===== src/rtl/dcache_arb_pkg.sv =====
// Shared types and helpers for the data-cache request port arbiter.
// Struct widths are fixed here; the top module checks its parameters against them.
package dcache_arb_pkg;

  localparam int unsigned ArbAddrWidth = 32;
  localparam int unsigned ArbDataWidth = 32;
  localparam int unsigned ArbTidWidth  = 4;
  localparam int unsigned ArbPortWidth = 4;

  typedef struct packed {
    logic [ArbPortWidth-1:0] port;
    logic [ArbTidWidth-1:0]  tid;
  } slot_entry_t;

  typedef struct packed {
    logic [ArbAddrWidth-1:0]   addr;
    logic                      we;
    logic [ArbDataWidth-1:0]   wdata;
    logic [ArbDataWidth/8-1:0] be;
    logic [ArbTidWidth-1:0]    tid;
  } arb_req_t;

  function automatic int unsigned SlotIdxWidth(input int unsigned n);
    return (n > 1) ? $clog2(n) : 1;
  endfunction

endpackage


===== src/rtl/rr_arbiter.sv =====
// Round-robin arbiter: searches from the pointer; the pointer moves past the
// winner only when the caller signals that the grant was taken.
module rr_arbiter
  import dcache_arb_pkg::*;
#(
  parameter  int unsigned N    = 3,
  localparam int unsigned IdxW = SlotIdxWidth(N)
) (
  input  logic            clk,
  input  logic            rst_n,
  input  logic [N-1:0]    req,
  input  logic            advance,
  output logic [N-1:0]    grant,
  output logic [IdxW-1:0] idx
);

  logic [IdxW-1:0] ptr;
  logic [IdxW-1:0] cand;
  logic            found;

  always_comb begin
    grant = '0;
    idx   = '0;
    cand  = '0;
    found = 1'b0;
    for (int unsigned i = 0; i < N; i++) begin
      cand = IdxW'((32'(ptr) + i) % N);
      if (!found && req[cand]) begin
        found       = 1'b1;
        grant[cand] = 1'b1;
        idx         = cand;
      end
    end
  end

  always_ff @(posedge clk or negedge rst_n) begin
    if (!rst_n) begin
      ptr <= '0;
    end else if (advance) begin
      ptr <= (idx == IdxW'(N - 1)) ? '0 : idx + 1'b1;
    end
  end

endmodule


===== src/rtl/dcache_port_arbiter.sv =====
// Shares one HPDCACHE request port between NrPorts requesters, tagging each
// request with a slot index and routing responses back to the originator.
module dcache_port_arbiter
  import dcache_arb_pkg::*;
#(
  parameter int unsigned NrPorts        = 3,
  parameter int unsigned AddrWidth      = 32,
  parameter int unsigned DataWidth      = 32,
  parameter int unsigned TidWidth       = 4,
  parameter int unsigned MaxOutstanding = 7
) (
  input  logic                                 clk_i,
  input  logic                                 rst_ni,
  input  logic [NrPorts-1:0]                   req_valid_i,
  output logic [NrPorts-1:0]                   req_ready_o,
  input  logic [NrPorts*AddrWidth-1:0]         req_addr_i,
  input  logic [NrPorts-1:0]                   req_we_i,
  input  logic [NrPorts*DataWidth-1:0]         req_wdata_i,
  input  logic [NrPorts*DataWidth/8-1:0]       req_be_i,
  input  logic [NrPorts*TidWidth-1:0]          req_tid_i,
  output logic                                 mem_req_valid_o,
  input  logic                                 mem_req_ready_i,
  output logic [AddrWidth-1:0]                 mem_req_addr_o,
  output logic                                 mem_req_we_o,
  output logic [DataWidth-1:0]                 mem_req_wdata_o,
  output logic [DataWidth/8-1:0]               mem_req_be_o,
  output logic [TidWidth-1:0]                  mem_req_tid_o,
  input  logic                                 mem_rsp_valid_i,
  input  logic [TidWidth-1:0]                  mem_rsp_tid_i,
  input  logic [DataWidth-1:0]                 mem_rsp_rdata_i,
  output logic [NrPorts-1:0]                   rsp_valid_o,
  output logic [TidWidth-1:0]                  rsp_tid_o,
  output logic [DataWidth-1:0]                 rsp_rdata_o,
  output logic [$clog2(MaxOutstanding+1)-1:0]  outstanding_o,
  output logic                                 idle_o,
  output logic                                 err_o
);

  localparam int unsigned PortW = SlotIdxWidth(NrPorts);
  localparam int unsigned SlotW = SlotIdxWidth(MaxOutstanding);
  localparam int unsigned CntW  = $clog2(MaxOutstanding + 1);
  localparam int unsigned BeW   = DataWidth / 8;

  if (AddrWidth != ArbAddrWidth || DataWidth != ArbDataWidth || TidWidth != ArbTidWidth) begin : g_bad_width
    $error("dcache_port_arbiter: widths must match dcache_arb_pkg");
  end
  if (NrPorts < 2 || PortW > ArbPortWidth) begin : g_bad_ports
    $error("dcache_port_arbiter: unsupported NrPorts");
  end
  if ($clog2(MaxOutstanding) > TidWidth) begin : g_bad_slots
    $error("dcache_port_arbiter: MaxOutstanding does not fit in TidWidth");
  end

  logic [NrPorts-1:0]        grant;
  logic [PortW-1:0]          win_idx;
  logic                      any_free;
  logic                      can_accept;
  logic                      accept;
  logic [SlotW-1:0]          free_idx;
  logic [MaxOutstanding-1:0] slot_valid;
  slot_entry_t               slot_entry [MaxOutstanding];
  slot_entry_t               new_entry;
  arb_req_t                  win_req;
  arb_req_t                  out_q;
  logic                      out_valid;
  logic                      rsp_hit;
  logic [SlotW-1:0]          rsp_idx;
  slot_entry_t               rsp_entry;
  logic [CntW-1:0]           count;
  logic                      err_q;

  rr_arbiter #(.N(NrPorts)) u_rr (
    .clk     (clk_i),
    .rst_n   (rst_ni),
    .req     (req_valid_i),
    .advance (accept),
    .grant   (grant),
    .idx     (win_idx)
  );

  // Lowest free slot; scanning downward lets the lowest index win.
  always_comb begin
    any_free = 1'b0;
    free_idx = '0;
    count    = '0;
    for (int unsigned i = MaxOutstanding; i > 0; i--) begin
      if (!slot_valid[i-1]) begin
        any_free = 1'b1;
        free_idx = SlotW'(i - 1);
      end
      count = count + CntW'(slot_valid[i-1]);
    end
  end

  assign can_accept  = any_free && (!out_valid || mem_req_ready_i);
  assign accept      = can_accept && (|req_valid_i);
  assign req_ready_o = can_accept ? grant : '0;

  always_comb begin
    win_req.addr   = req_addr_i[32'(win_idx)*AddrWidth +: AddrWidth];
    win_req.we     = req_we_i[win_idx];
    win_req.wdata  = req_wdata_i[32'(win_idx)*DataWidth +: DataWidth];
    win_req.be     = req_be_i[32'(win_idx)*BeW +: BeW];
    win_req.tid    = TidWidth'(free_idx);
    new_entry.port = ArbPortWidth'(win_idx);
    new_entry.tid  = req_tid_i[32'(win_idx)*TidWidth +: TidWidth];
  end

  always_comb begin
    rsp_hit   = 1'b0;
    rsp_idx   = '0;
    rsp_entry = '0;
    for (int unsigned i = 0; i < MaxOutstanding; i++) begin
      if (mem_rsp_valid_i && mem_rsp_tid_i == TidWidth'(i) && slot_valid[i]) begin
        rsp_hit   = 1'b1;
        rsp_idx   = SlotW'(i);
        rsp_entry = slot_entry[i];
      end
    end
  end

  always_comb begin
    rsp_valid_o = '0;
    for (int unsigned p = 0; p < NrPorts; p++) begin
      rsp_valid_o[p] = rsp_hit && (rsp_entry.port == ArbPortWidth'(p));
    end
  end

  assign rsp_tid_o   = rsp_entry.tid;
  assign rsp_rdata_o = rsp_hit ? mem_rsp_rdata_i : '0;

  // Free and allocate never target the same slot: allocation only sees
  // slots that were already free before this edge.
  always_ff @(posedge clk_i or negedge rst_ni) begin
    if (!rst_ni) begin
      slot_valid <= '0;
      for (int unsigned i = 0; i < MaxOutstanding; i++) begin
        slot_entry[i] <= '0;
      end
    end else begin
      for (int unsigned i = 0; i < MaxOutstanding; i++) begin
        if (rsp_hit && rsp_idx == SlotW'(i)) begin
          slot_valid[i] <= 1'b0;
        end
        if (accept && free_idx == SlotW'(i)) begin
          slot_valid[i] <= 1'b1;
          slot_entry[i] <= new_entry;
        end
      end
    end
  end

  always_ff @(posedge clk_i or negedge rst_ni) begin
    if (!rst_ni) begin
      out_valid <= 1'b0;
      out_q     <= '0;
      err_q     <= 1'b0;
    end else begin
      if (accept) begin
        out_valid <= 1'b1;
        out_q     <= win_req;
      end else if (mem_req_ready_i) begin
        out_valid <= 1'b0;
      end
      if (mem_rsp_valid_i && !rsp_hit) begin
        err_q <= 1'b1;
      end
    end
  end

  assign mem_req_valid_o = out_valid;
  assign mem_req_addr_o  = out_q.addr;
  assign mem_req_we_o    = out_q.we;
  assign mem_req_wdata_o = out_q.wdata;
  assign mem_req_be_o    = out_q.be;
  assign mem_req_tid_o   = out_q.tid;
  assign outstanding_o   = count;
  assign idle_o          = (slot_valid == '0) && !out_valid;
  assign err_o           = err_q;

endmodule

===== config.mk =====
export PLATFORM = sky130hd
export DESIGN_NAME = dcache_port_arbiter
export DESIGN_NICKNAME = d
export VERILOG_FILES = /design/src/rtl/dcache_arb_pkg.sv /design/src/rtl/rr_arbiter.sv /design/src/rtl/dcache_port_arbiter.sv
export SDC_FILE = /design/constraint.sdc
export NUM_CORES = 1
export LEC_CHECK = 0
export BUFFER_PORTS_ARGS = -buffer_cell sky130_fd_sc_hd__buf_4
export CAP_MARGIN = 40
export CORE_AREA = 2 2 149 151
export CTS_BUF_LIST = sky130_fd_sc_hd__clkbuf_4 sky130_fd_sc_hd__clkbuf_8
export CTS_CLUSTER_SIZE = 28
export DETAILED_ROUTE_END_ITERATION = 16
export DIE_AREA = 0 0 151 153
export PLACE_DENSITY = 0.71
export SYNTH_ARGS = -nofsm -noshare
export SYNTH_HDL_FRONTEND = slang
export SYNTH_SLANG_ARGS = --single-unit
export TNS_END_PERCENT = 30

===== constraint.sdc =====
create_clock -name clk_i -period 2.9 [get_ports clk_i]
set_input_delay 0.145 -clock clk_i [delete_from_list [all_inputs] [get_ports clk_i]]
set_output_delay 0.145 -clock clk_i [all_outputs]
set_load 0.05 [all_outputs]

# == Word-level counts from Yosys, hierarchy flattened ==
# Cells that the tools add are included.
# totals
ff_bits,125
rom_bits,0
out_inout_bits,121
latch_bits,0
memories,0
ramBits,0
input_bits,262
elab_cells,209
# classes
multipliers,0
shifts,4
order_cmp,7
n_addsub,9
bitwise_logic,2
n_eq_ne,21
div_mod_pow,3
reduce_logical,59
mux,75
# ops
operator,n
$shiftx 96x8->32,2
$mod 32x2->32 const B,2
$mux 3,16
$mux 8,6
$logic_and 1x1->1,40
$mux 1,40
$mod 2x2->32 const B,1
$mux 32,1
$shiftx 12x5->4,2
$eq 3x3->1 const B,6
$reduce_bool 2->1,8
$add 3x1->3,4
$eq 3x2->1 const B,4
$eq 4x2->1 const B,3
$eq 4x3->1 const B,3
$lt 2x3->1 const B,4
$bmux 1 s2,4
$eq 4x1->1 const B,2
$logic_not 4->1,2
$mux 2,4
$logic_not 7->1,1
$demux 1 s2,3
$eq 3x1->1 const B,2
$ge 2x1->1 const B,3
other kinds (12),17

# == Logic depth before layout (Yosys ltp) ==
# Gate-level depths: netlist of the first run.
# logic_depth
word_depth,13
ltp_mapped,10
depth_no_buf,8

# == Modules after synthesis ==
# Synthesis of the first run repeated with hierarchy kept, for this count alone.
# unflattened
cells_unflattened,824
hier_area_um2,7290.7
# by_module_without_submodules
mod,seq_area_each_um2,cells_per_inst,n_inst,area_each_um2
dcache_port_arbiter,3078.0,773,1,6859.1
rr_arbiter,50.0,51,1,431.7

# == Worst setup path after synthesis of the first run ==
# No wires, ideal clock.
# synth_path
path_kind,register to output
start,reg slot_valid[6]
end,out idle_o
stages_incl_launch_ff,4
t_required_ns,2.755
path_slack_ns,0.102
n_path_buf,1
t_arrival_ns,2.653
cell_sequence,dfrtp_1 -> clkbuf_1 -> or4_1 -> nor4b_1
# synth_between
elab_chain_len,2
# synth_rtl
item,line,rtl
"start, declared",dcache_port_arbiter.sv:60,logic [MaxOutstanding-1:0] slot_valid;
"start signal, assigned",dcache_port_arbiter.sv:136,slot_valid <= '0;
"start signal, assigned by index",dcache_port_arbiter.sv:143,slot_valid[i] <= 1'b0;
"start signal, assigned by index",dcache_port_arbiter.sv:146,slot_valid[i] <= 1'b1;
$logic_not 7->1,dcache_port_arbiter.sv:178,assign idle_o = (slot_valid == '0) && !out_valid;
$logic_and 1x1->1,dcache_port_arbiter.sv:178,
"end, declared",dcache_port_arbiter.sv:35,"output logic idle_o,"
# Every way passes these cells.

# == Worst setup path in the final report of the first run ==
# layout_path
start,reg slot_valid[0]
end,out outstanding_o[1]
# layout_between
elab_chain_len,1
# layout_rtl
item,line,rtl
$add 3x1->3,dcache_port_arbiter.sv:91,count = count + CntW'(slot_valid[i-1]);
"end, declared",dcache_port_arbiter.sv:34,"output logic [$clog2(MaxOutstanding+1)-1:0] outstanding_o,"
# Every way passes these cells.

==> results.json, run 1 <==
{
  "status": "finished with violations",
  "violations": "negative setup slack",
  "synthesis.yosys.warnings": 0,
  "finalWirelength_mm": 29.7,
  "worst_skew_ns": 0.0195,
  "drc_errors": 0,
  "cts_buffers": 17,
  "critical_path_arrival_ns": 2.97,
  "fillCellCount": 1860,
  "ys_ff_latch": 125,
  "report.power.total_mw": 13.3,
  "vias_per_cell": 5.34,
  "cts.root.buffer_cell": "sky130_fd_sc_hd__clkbuf_8",
  "netlist_instances": 750,
  "hold_viol": 0,
  "post-synth-top-area-cell": "sky130_fd_sc_hd__dfrtp_1",
  "p_leak_nw": 5.65,
  "antenna_left": 0,
  "post_route_cells_drive_above_1_share": 0.409,
  "synth-edff-count": 0,
  "synth_async_sr_flop_share": 1.00,
  "number_of_sinks_on_the_clock_net": 125,
  "ys_seq_area_frac": 0.448,
  "fin_crit_sh": 1.07,
  "cts_tree": "done",
  "drt_first_pass_iters": 6,
  "fin_crit_ns": 3.11,
  "drt_first_iter_violations": 500,
  "fin_cells": 1554,
  "worstSkewPairLatency_ns": 0.46,
  "max-slew-margin-rel": 0.367,
  "synthToLayoutAreaGrowth_pct": 71.3,
  "core-area_um2": 21500,
  "postSynthAreaPerCell_um2": 9.31,
  "drt_wl_cell_um": 19.1,
  "peakVddDrop_mv": 0.600,
  "synth.top_cell.area_share": 0.448,
  "antenna_violations_before_repair": 3,
  "register_area_um2": 3130,
  "fmax_mhz": 321,
  "place_hpwl_mm": 20.2,
  "synth.distinct_cells": 70,
  "yosys-top-cells-area": "sky130_fd_sc_hd__dfrtp_1, sky130_fd_sc_hd__a221oi_1, sky130_fd_sc_hd__a21oi_1, sky130_fd_sc_hd__nor2_1, sky130_fd_sc_hd__nand2_1",
  "timing.final.setup_violations": 2,
  "place.detailed.instances": 1370,
  "mappedNetlistNets": 1021,
  "routed-via-count": 8295,
  "grt_max_degree": 75,
  "finalWeightedCongestion": 0.856,
  "postSynth.topFlopCell": "sky130_fd_sc_hd__dfrtp_1",
  "clkTransAtPathRegs_ns": 0.09,
  "total_die_area_um2": 23100,
  "cp_max_fo": 2,
  "fin_ws_ns": -0.213,
  "grt_setup_unrepaired": "yes",
  "cap_violations": 0,
  "vias_in_the_first_global_route": 8548,
  "fp-row-count": 54,
  "timing.setup.critical_path_class": "flip-flop to output pin",
  "htree_levels": 4,
  "cp.required_ns": 2.76,
  "global_route.usage.total": 0.252,
  "die_width_um": 151,
  "multi_input_area_um2": 3480,
  "io_buffers": 381,
  "timing_worst_slew_pin_value_ns": 0.946,
  "initial_utilization": 0.325,
  "clk_path_buf_depth": 2,
  "power.density_cell_area_nw_per_um2": 1110,
  "ios": 383,
  "globalRoute.totalOverflow": 0,
  "post_synth_instance_area_um2": 6980,
  "finalNetCount": 1528,
  "final-max-slew-violation-count": 0,
  "min_path_type": "primary input to flip-flop",
  "grt_first_pass_wirelength_mm": 45.2,
  "critical_path.endpoint_type": "output pin",
  "timing.critical_path.from_type": "flip-flop",
  "die_y_um": 153
}
-- final cells by class --
class / instances / area share
clock buffers: 22 / 0.0237
multi-input cells: 545 / 0.291
diodes: 4 / 0.000836
well taps: 280 / 0.0293
clock inverters: 10 / 0.00565
flip-flops and latches: 125 / 0.261
inverters: 16 / 0.00502
repair buffers: 552 / 0.383
-- through the flow --
step / area (µm²) / util / setup TNS (ns) / hold WS [ns] / worst slack [ns]
6_report: 12000 / 0.557 / -0.255 / 0.0132 / -0.213
5_1_grt: 12000 / 0.557 / -0.487 / 0.00748 / -0.312
4_1_cts: 11900 / 0.555 / -0.366 / 0.000281 / -0.270
3_5_place_dp: 10100 / 0.470 / 0 / 0.116 / 0.136
3_3_place_gp: 10100 / 0.470 / 0 / 0.111 / 0.179
2_1_floorplan: 6980 / - / 0 / -0.151 / 0.102
-- Yosys cell counts, types with 15 or more instances --
cell type,instances
sky130_fd_sc_hd__a21oi_1,83
sky130_fd_sc_hd__clkbuf_1,15
sky130_fd_sc_hd__nand2_1,92
sky130_fd_sc_hd__buf_2,39
sky130_fd_sc_hd__a31oi_1,18
sky130_fd_sc_hd__mux2_2,19
sky130_fd_sc_hd__inv_1,16
sky130_fd_sc_hd__and2_4,30
sky130_fd_sc_hd__nor2_1,102
sky130_fd_sc_hd__a221oi_1,71
sky130_fd_sc_hd__dfrtp_1,125
-- power by group --
| group | internal, mW | total (mW) | switching, mW | leakage, nW |
|---|---|---|---|---|
| sequential | 2.63 | 3.21 | 0.579 | 1.44 |
| combinational | 3.00 | 8.64 | 5.64 | 4.04 |
| clock | 0.659 | 1.40 | 0.740 | 0.175 |
-- metal layers --
layer	vias up	GRT usage	wire, µm
met3	119	0.0704	2610
met4	0	0.142	1720
li1	3740	-	-
met5	-	0	0
met2	472	0.446	15200
met1	3964	0.266	10100
-- state kept, by name (all words and copies together), names as in the netlist --
register / count
mem_req_tid_o: 3
mem_req_addr_o: 32
u_rr.ptr: 2
slot_entry: 42
mem_req_we_o: 1
mem_req_wdata_o: 32
mem_req_valid_o: 1
mem_req_be_o: 4
slot_valid: 7
err_o: 1
-- critical path, cell delays in order, from the launching register on --
cell,delay [ns]
sky130_fd_sc_hd__dfrtp_1,0.41
sky130_fd_sc_hd__fa_1,0.55
sky130_fd_sc_hd__inv_1,0.05
sky130_fd_sc_hd__fa_1,0.47
sky130_fd_sc_hd__inv_1,0.05
sky130_fd_sc_hd__fa_2,0.33
sky130_fd_sc_hd__inv_2,0.07
sky130_fd_sc_hd__fa_1,0.38
sky130_fd_sc_hd__inv_1,0.08
sky130_fd_sc_hd__buf_6,0.15
-- kinds of logic after synthesis --
logic type,synth area share
other cells,0.000537
flops,0.448
compound gates,0.234
simple gates,0.204
mux,0.0337
fa+ha+maj,0.0204
buf+inv,0.0591
-- worst paths after layout --
path	from	end	slack (ns)	depth (start not counted)
setup / recovery	slot_valid[0]	outstanding_o[1]	-0.21	9
hold / removal	req_addr_i[87]	mem_req_addr_o[23]	0.01	3
setup reg to reg	u_rr.ptr[0]	mem_req_wdata_o[29]	0.17	9
hold reg to reg	err_o	err_o	0.48	1
max in group asynchronous	rst_ni	mem_req_wdata_o[15]	1.96	3
min in group asynchronous	rst_ni	slot_entry[40]	0.18	2
-- placed cells by master, fill, tap and decap left out, types with 15 or more instances in the layout --
cell type,synthesis,final
sky130_fd_sc_hd__clkbuf_8,0,19
sky130_fd_sc_hd__dlygate4sd3_1,0,146
sky130_fd_sc_hd__a31oi_1,18,18
sky130_fd_sc_hd__and2_4,30,30
sky130_fd_sc_hd__a221oi_1,71,71
sky130_fd_sc_hd__a21oi_1,83,82
sky130_fd_sc_hd__dfrtp_1,125,125
sky130_fd_sc_hd__inv_1,16,15
sky130_fd_sc_hd__mux2_2,19,19
sky130_fd_sc_hd__buf_4,3,398
sky130_fd_sc_hd__nor2_1,102,101
sky130_fd_sc_hd__nand2_1,92,92
-- what timing repair did --
item                                    in CTS  in global routing
endpoints found under the setup margin       2                 13
setup buffers                                1                  1
endpoints found under the hold margin       99                  0
hold buffers                               146                  0
resized for setup                            4                  6
pin swaps                                    2                  2
(Power assumes the default switching activity.)
==> run 2, diff against run 1 <==
- ABC_CLOCK_PERIOD_IN_PS: unset -> 2900
- CORE_AREA: 2 2 149 151 -> unset
- CORE_ASPECT_RATIO: unset -> 0.6
- CORE_UTILIZATION: unset -> 30
- DIE_AREA: 0 0 151 153 -> unset
- PLACE_DENSITY: 0.71 -> 0.67
==> run 2 against run 1 <==
  * The run still ends with negative setup slack left
  * Wire length increased by 8.4%
  * Sequential share of layout area decreased by 1.1 points
  * Combinational power increased by 2.3%
  * Design area increased by 4.2%
  * Total power increased by 3.0%
  * Global-route usage increased by 0.82 points
  * Largest cell class unchanged
  * Clock power increased by 13%
  * First-iteration DRC count increased by 65%
==> results.json, run 2 (synthesis gave the netlist of run 1 again) <==
{
  "fin_worst_hold_slack_ns": 0.0232,
  "die_y_um": 120,
  "dpl_worst_slack_ns": 0.107,
  "fp-row-count": 42,
  "io_buffers": 381,
  "final_cell_mix": "sky130_fd_sc_hd__buf_4, sky130_fd_sc_hd__dlygate4sd3_1, sky130_fd_sc_hd__dfrtp_1, sky130_fd_sc_hd__nor2_1, sky130_fd_sc_hd__nand2_1",
  "critical_path_top_delay_cell": "sky130_fd_sc_hd__fa_1",
  "cp.required_ns": 2.76,
  "drt_first_pass_iters": 8,
  "finalWirelength_mm": 32.2,
  "ios": 383,
  "die_width_um": 199,
  "vias_per_cell": 5.26,
  "synthToLayoutAreaGrowth_pct": 78.5,
  "finalWeightedCongestion": 0.835,
  "fin_crit_sh": 1.08,
  "peakVddDrop_mv": 1.64,
  "clkTransAtPathRegs_ns": 0.07,
  "drc_errors": 0,
  "cts_buffers": 17,
  "drt_wl_cell_um": 19.8,
  "cp_max_fo": 2,
  "fin_ws_ns": -0.246,
  "timing.final.setup_violations": 2,
  "grt_first_pass_wirelength_mm": 47.2,
  "globalRoute.totalOverflow": 0,
  "launch_instance_of_the_worst_register_to_register_path": "u_rr.ptr[1]",
  "timing_worst_slew_pin_value_ns": 0.940,
  "finalNetCount": 1569,
  "timing.rr.end": "mem_req_addr_o[2]",
  "total_die_area_um2": 23900,
  "place_hpwl_mm": 21.0,
  "status": "finished with violations",
  "r2r.worst_path.cells": 8,
  "vias_in_the_first_global_route": 8571,
  "cts_tree": "done",
  "timing.setup.critical_path_class": "flip-flop to output pin",
  "layout_commonest_cell": "sky130_fd_sc_hd__buf_4",
  "violations": "negative setup slack",
  "grt_max_degree": 75,
  "power.density_cell_area_nw_per_um2": 1090,
  "critPathMaxStageDelay_ns": 0.54,
  "largest_register_ffs": 42,
  "max-slew-margin-rel": 0.374,
  "final-max-slew-violation-count": 0,
  "worstSkewPairLatency_ns": 0.46,
  "finish.utilization": 0.556,
  "antenna_left": 0,
  "routed-via-count": 8530,
  "critical_path.endpoint_type": "output pin",
  "max_flop_register": "slot_entry",
  "p_leak_nw": 5.86,
  "cap_violations": 0,
  "critical_path_arrival_ns": 3.00,
  "report.power.total_mw": 13.6,
  "number_of_sinks_on_the_clock_net": 125,
  "htree_levels": 4,
  "core-area_um2": 22400,
  "critical_path.startpoint": "slot_valid[3]",
  "min_path_type": "primary input to flip-flop",
  "termination_of_the_worst_setup_path": "outstanding_o[1]",
  "global_route.usage.total": 0.260,
  "fmax_mhz": 318,
  "fin_crit_ns": 3.15,
  "drt_first_iter_violations": 827,
  "timing.reg2reg.setup_slack_ns": 0.24,
  "cts.root.buffer_cell": "sky130_fd_sc_hd__clkbuf_8",
  "antenna_violations_before_repair": 2,
  "hold_viol": 0,
  "crit_chain": "fa_1, inv_1, fa_1, inv_2, fa_2, inv_2, fa_1, inv_1, buf_6",
  "initial_utilization": 0.311,
  "grt_setup_unrepaired": "yes",
  "post_route_cells_drive_above_1_share": 0.402,
  "worst_skew_ns": 0.0139,
  "clk_path_buf_depth": 2,
  "timing.critical_path.from_type": "flip-flop",
  "cpMostUsedCell": "sky130_fd_sc_hd__fa_1"
}
[run 2: report_power, final]
group | switching, mW | internal, mW
Clock | 0.784 | 0.799
Combinational | 5.76 | 3.08
Sequential | 0.596 | 2.63
Total | 7.14 | 6.51
[run 2: what timing repair did]
item / in CTS / in global routing
hold endpoints to repair: 116 / 0
buffers inserted: 2 / 1
setup endpoints to repair: 4 / 39
gates cloned: 0 / 0
pin swaps: 2 / 2
hold buffers: 180 / 0
resized for setup: 8 / 7
[run 2: through the flow]
step                      instance area (µm²)  cells  TNS (ns)
final                                   12500   1623    -0.327
after global routing                    12500   1620    -0.672
after CTS                               12400   1618    -0.449
after detailed placement                10200   1404         0
after global placement                  10200   1403         0
after floorplan                          6980    750         0
[run 2: final cells by class]
| type | instances | area [µm²] |
|---|---|---|
| clock inverter | 13 | 143 |
| multi-input combinational | 545 | 3500 |
| antenna | 4 | 10.0 |
| timing repair buffer | 593 | 4990 |
| clock buffer | 19 | 255 |
| tap | 308 | 385 |
| sequential | 125 | 3130 |
| fill | 1876 | 9970 |
| inverter | 16 | 60.1 |
[run 2: how the worst min path moves through the flow]
stage / to / from / slack [ns] / cells past startpoint
floorplan: err_o / rst_ni / -0.15 / 0
finish: mem_req_addr_o[11] / req_addr_i[75] / 0.02 / 3
detailed placement: mem_req_addr_o[25] / rst_ni / 0.22 / 1
CTS: mem_req_wdata_o[28] / req_wdata_i[92] / 0.00008 / 3
global route: mem_req_wdata_o[11] / req_wdata_i[43] / 0.007 / 3
global placement: mem_req_addr_o[24] / rst_ni / 0.22 / 1
[run 2: worst max-delay path: cells and delay by family (launching register included)]
kind,cells,cell delay (ns)
DFF,1,0.41
buffers and inverters,5,0.39
adders and majority gates,4,1.75
[run 2: layer usage]
layer / routed length, µm / global-route usage
met1: 13500 / 0.340
met2: 14600 / 0.394
met3: 2960 / 0.0773
met4: 1120 / 0.124
met5: 0 / 0
==> run 3, diff against run 2 <==
- ABC_CLOCK_PERIOD_IN_PS: 2900 -> 2600
- PLACE_DENSITY: 0.67 -> 0.69
- clock period: 2.9 -> 2.6 ns (I/O delays scaled with it)
==> run 3 against run 2 <==
  * The run still ends with negative setup slack left
  * Sequential share of layout area is 0.13 points higher
  * Total power is 15% higher
  * Sequential cell count stayed put
  * Register-to-register slack worse by 0.14 ns
  * Critical path depth stayed put
  * Combinational power is 14% higher
  * Global-route usage is 0.91 points lower
  * Count of clock-buffer cells in the layout stayed put
  * Clock skew is 0.0039 ns higher
  * Worst hold slack worse by 0.0016 ns
  * Highest routed layer is now met5
==> results.json, run 3 (synthesis gave the netlist of run 1 again) <==
{
  "crit_chain": "fa_1, inv_1, fa_1, inv_1, fa_2, inv_2, fa_1, inv_2, buf_8",
  "grt_setup_unrepaired": "yes",
  "io_buffers": 381,
  "register_area_um2": 3130,
  "critical_path_top_delay_cell": "sky130_fd_sc_hd__fa_1",
  "final_cell_mix": "sky130_fd_sc_hd__buf_4, sky130_fd_sc_hd__dlygate4sd3_1, sky130_fd_sc_hd__dfrtp_1, sky130_fd_sc_hd__nor2_1, sky130_fd_sc_hd__nand2_1",
  "timing_worst_slew_pin_value_ns": 0.738,
  "min_path_type": "primary input to flip-flop",
  "grt_first_pass_wirelength_mm": 45.4,
  "max_flop_register": "slot_entry",
  "report.power.total_mw": 15.7,
  "cap_violations": 0,
  "antenna_left": 0,
  "htree_levels": 4,
  "worstSkewPairLatency_ns": 0.43,
  "drt_first_pass_iters": 5,
  "largest_register_ffs": 42,
  "core-area_um2": 22400,
  "timing.rr.end": "slot_entry[18]",
  "drt_wl_cell_um": 19.9,
  "layout_commonest_cell": "sky130_fd_sc_hd__buf_4",
  "launch_instance_of_the_worst_register_to_register_path": "u_rr.ptr[0]",
  "clkTransAtPathRegs_ns": 0.08,
  "timing.setup.critical_path_class": "flip-flop to output pin",
  "globalRoute.totalOverflow": 0,
  "routed-via-count": 8438,
  "finalWirelength_mm": 31.8,
  "die_width_um": 199,
  "final-max-slew-violation-count": 0,
  "fin_crit_sh": 1.19,
  "ios": 383,
  "fin_worst_hold_slack_ns": 0.0217,
  "place_hpwl_mm": 20.8,
  "post_route_cells_drive_above_1_share": 0.427,
  "finalWeightedCongestion": 0.890,
  "cts_tree": "done",
  "vias_per_cell": 5.27,
  "initial_utilization": 0.311,
  "timing.reg2reg.setup_slack_ns": 0.10,
  "fin_ws_ns": -0.484,
  "timing.final.setup_violations": 4,
  "synthToLayoutAreaGrowth_pct": 77.7,
  "fin_crit_ns": 3.08,
  "antenna_violations_before_repair": 2,
  "fillCellCount": 1916,
  "p_leak_nw": 5.83,
  "termination_of_the_worst_setup_path": "outstanding_o[1]",
  "clk_path_buf_depth": 2,
  "fmax_mhz": 324,
  "r2r.worst_path.cells": 9,
  "finalNetCount": 1548,
  "cp_max_fo": 2,
  "worst_skew_ns": 0.0178,
  "fp-row-count": 42,
  "hold_viol": 0,
  "critical_path.endpoint_type": "output pin",
  "power.density_cell_area_nw_per_um2": 1260,
  "critical_path_arrival_ns": 2.95,
  "status": "finished with violations",
  "die_y_um": 120,
  "max-slew-margin-rel": 0.508,
  "cpMostUsedCell": "sky130_fd_sc_hd__fa_1",
  "vias_in_the_first_global_route": 8092,
  "grt_max_degree": 126,
  "critPathMaxStageDelay_ns": 0.54,
  "total_die_area_um2": 23900,
  "drt_first_iter_violations": 691,
  "cts_buffers": 17,
  "multi_input_area_um2": 3620,
  "timing.critical_path.from_type": "flip-flop",
  "drc_errors": 0,
  "peakVddDrop_mv": 2.98,
  "cts.root.buffer_cell": "sky130_fd_sc_hd__clkbuf_8",
  "violations": "negative setup slack",
  "cp.required_ns": 2.47,
  "min_path_cells": 3,
  "number_of_sinks_on_the_clock_net": 125,
  "global_route.usage.total": 0.251,
  "critical_path.startpoint": "slot_valid[3]"
}
## run 3: cell types whose count changed in the layout (fill, tap and decap cells not counted), sizes merged
cell,previous run,this run
dlygate4sd3,180,147
buf,413,420
clkinv,8,4
bufinv,2,4
inv,17,19
nor2,102,104
or4,3,5
clkinvlp,2,1
diode,4,3
o211a,2,3
## run 3: how the worst min path moves through the flow
stage	to	slack (ns)	from
floorplan	err_o	-0.17	rst_ni
global placement	mem_req_addr_o[29]	0.29	rst_ni
detailed placement	mem_req_addr_o[29]	0.30	rst_ni
CTS	mem_req_be_o[3]	0.0003	req_be_i[11]
global route	mem_req_wdata_o[5]	0.001	req_wdata_i[37]
finish	mem_req_addr_o[23]	0.02	req_addr_i[23]
## run 3: where the power goes
group | internal [mW] | total, mW | leakage [nW] | switching (mW)
registers | 2.93 | 3.54 | 1.44 | 0.609
clock network | 1.11 | 1.99 | 0.223 | 0.885
logic | 3.62 | 10.1 | 4.16 | 6.52
total | 7.66 | 15.7 | 5.83 | 8.02
## run 3: area by class of cell
class                           count  share of cell area
Antenna cell                        3            0.000605
Clock buffer                       19              0.0211
Clock inverter                     12              0.0149
Inverter                           16             0.00484
Multi-Input combinational cell    550               0.292
Sequential cell                   125               0.252
Tap cell                          308              0.0310
Timing Repair Buffer              567               0.383
## run 3: metal layers
metal,wire length [µm],track usage,part of all wire
met3,2790,0.0661,0.088
met4,836,0.106,0.026
met2,14400,0.382,0.45
met5,14,0,0.00044
met1,13800,0.337,0.43
## run 3: worst max-delay path: cells and delay by family, from the launching register on
kind | cells | cell delay, ns
buf+inv | 5 | 0.39
fa+ha+maj | 4 | 1.74
flops | 1 | 0.40
## run 3: stage by stage
step / utilization / worst slack, ns / std cells / instance area [µm²] / setup TNS, ns
after detailed placement: 0.457 / -0.128 / 1410 / 10300 / -0.128
after floorplan: - / -0.122 / 750 / 6990 / -0.122
after global routing: 0.553 / -0.617 / 1598 / 12400 / -1.91
after CTS: 0.545 / -0.545 / 1587 / 12200 / -1.16
final: 0.553 / -0.484 / 1600 / 12400 / -0.954
after global placement: 0.457 / -0.107 / 1410 / 10300 / -0.107
## run 3: repair_timing
item	in CTS	in global routing
pin swaps	15	3
gates resized for setup	17	20
buffers inserted	0	4
hold buffers	146	1
hold endpoints to repair	195	1
setup endpoints to repair	23	119
cloned	0	5
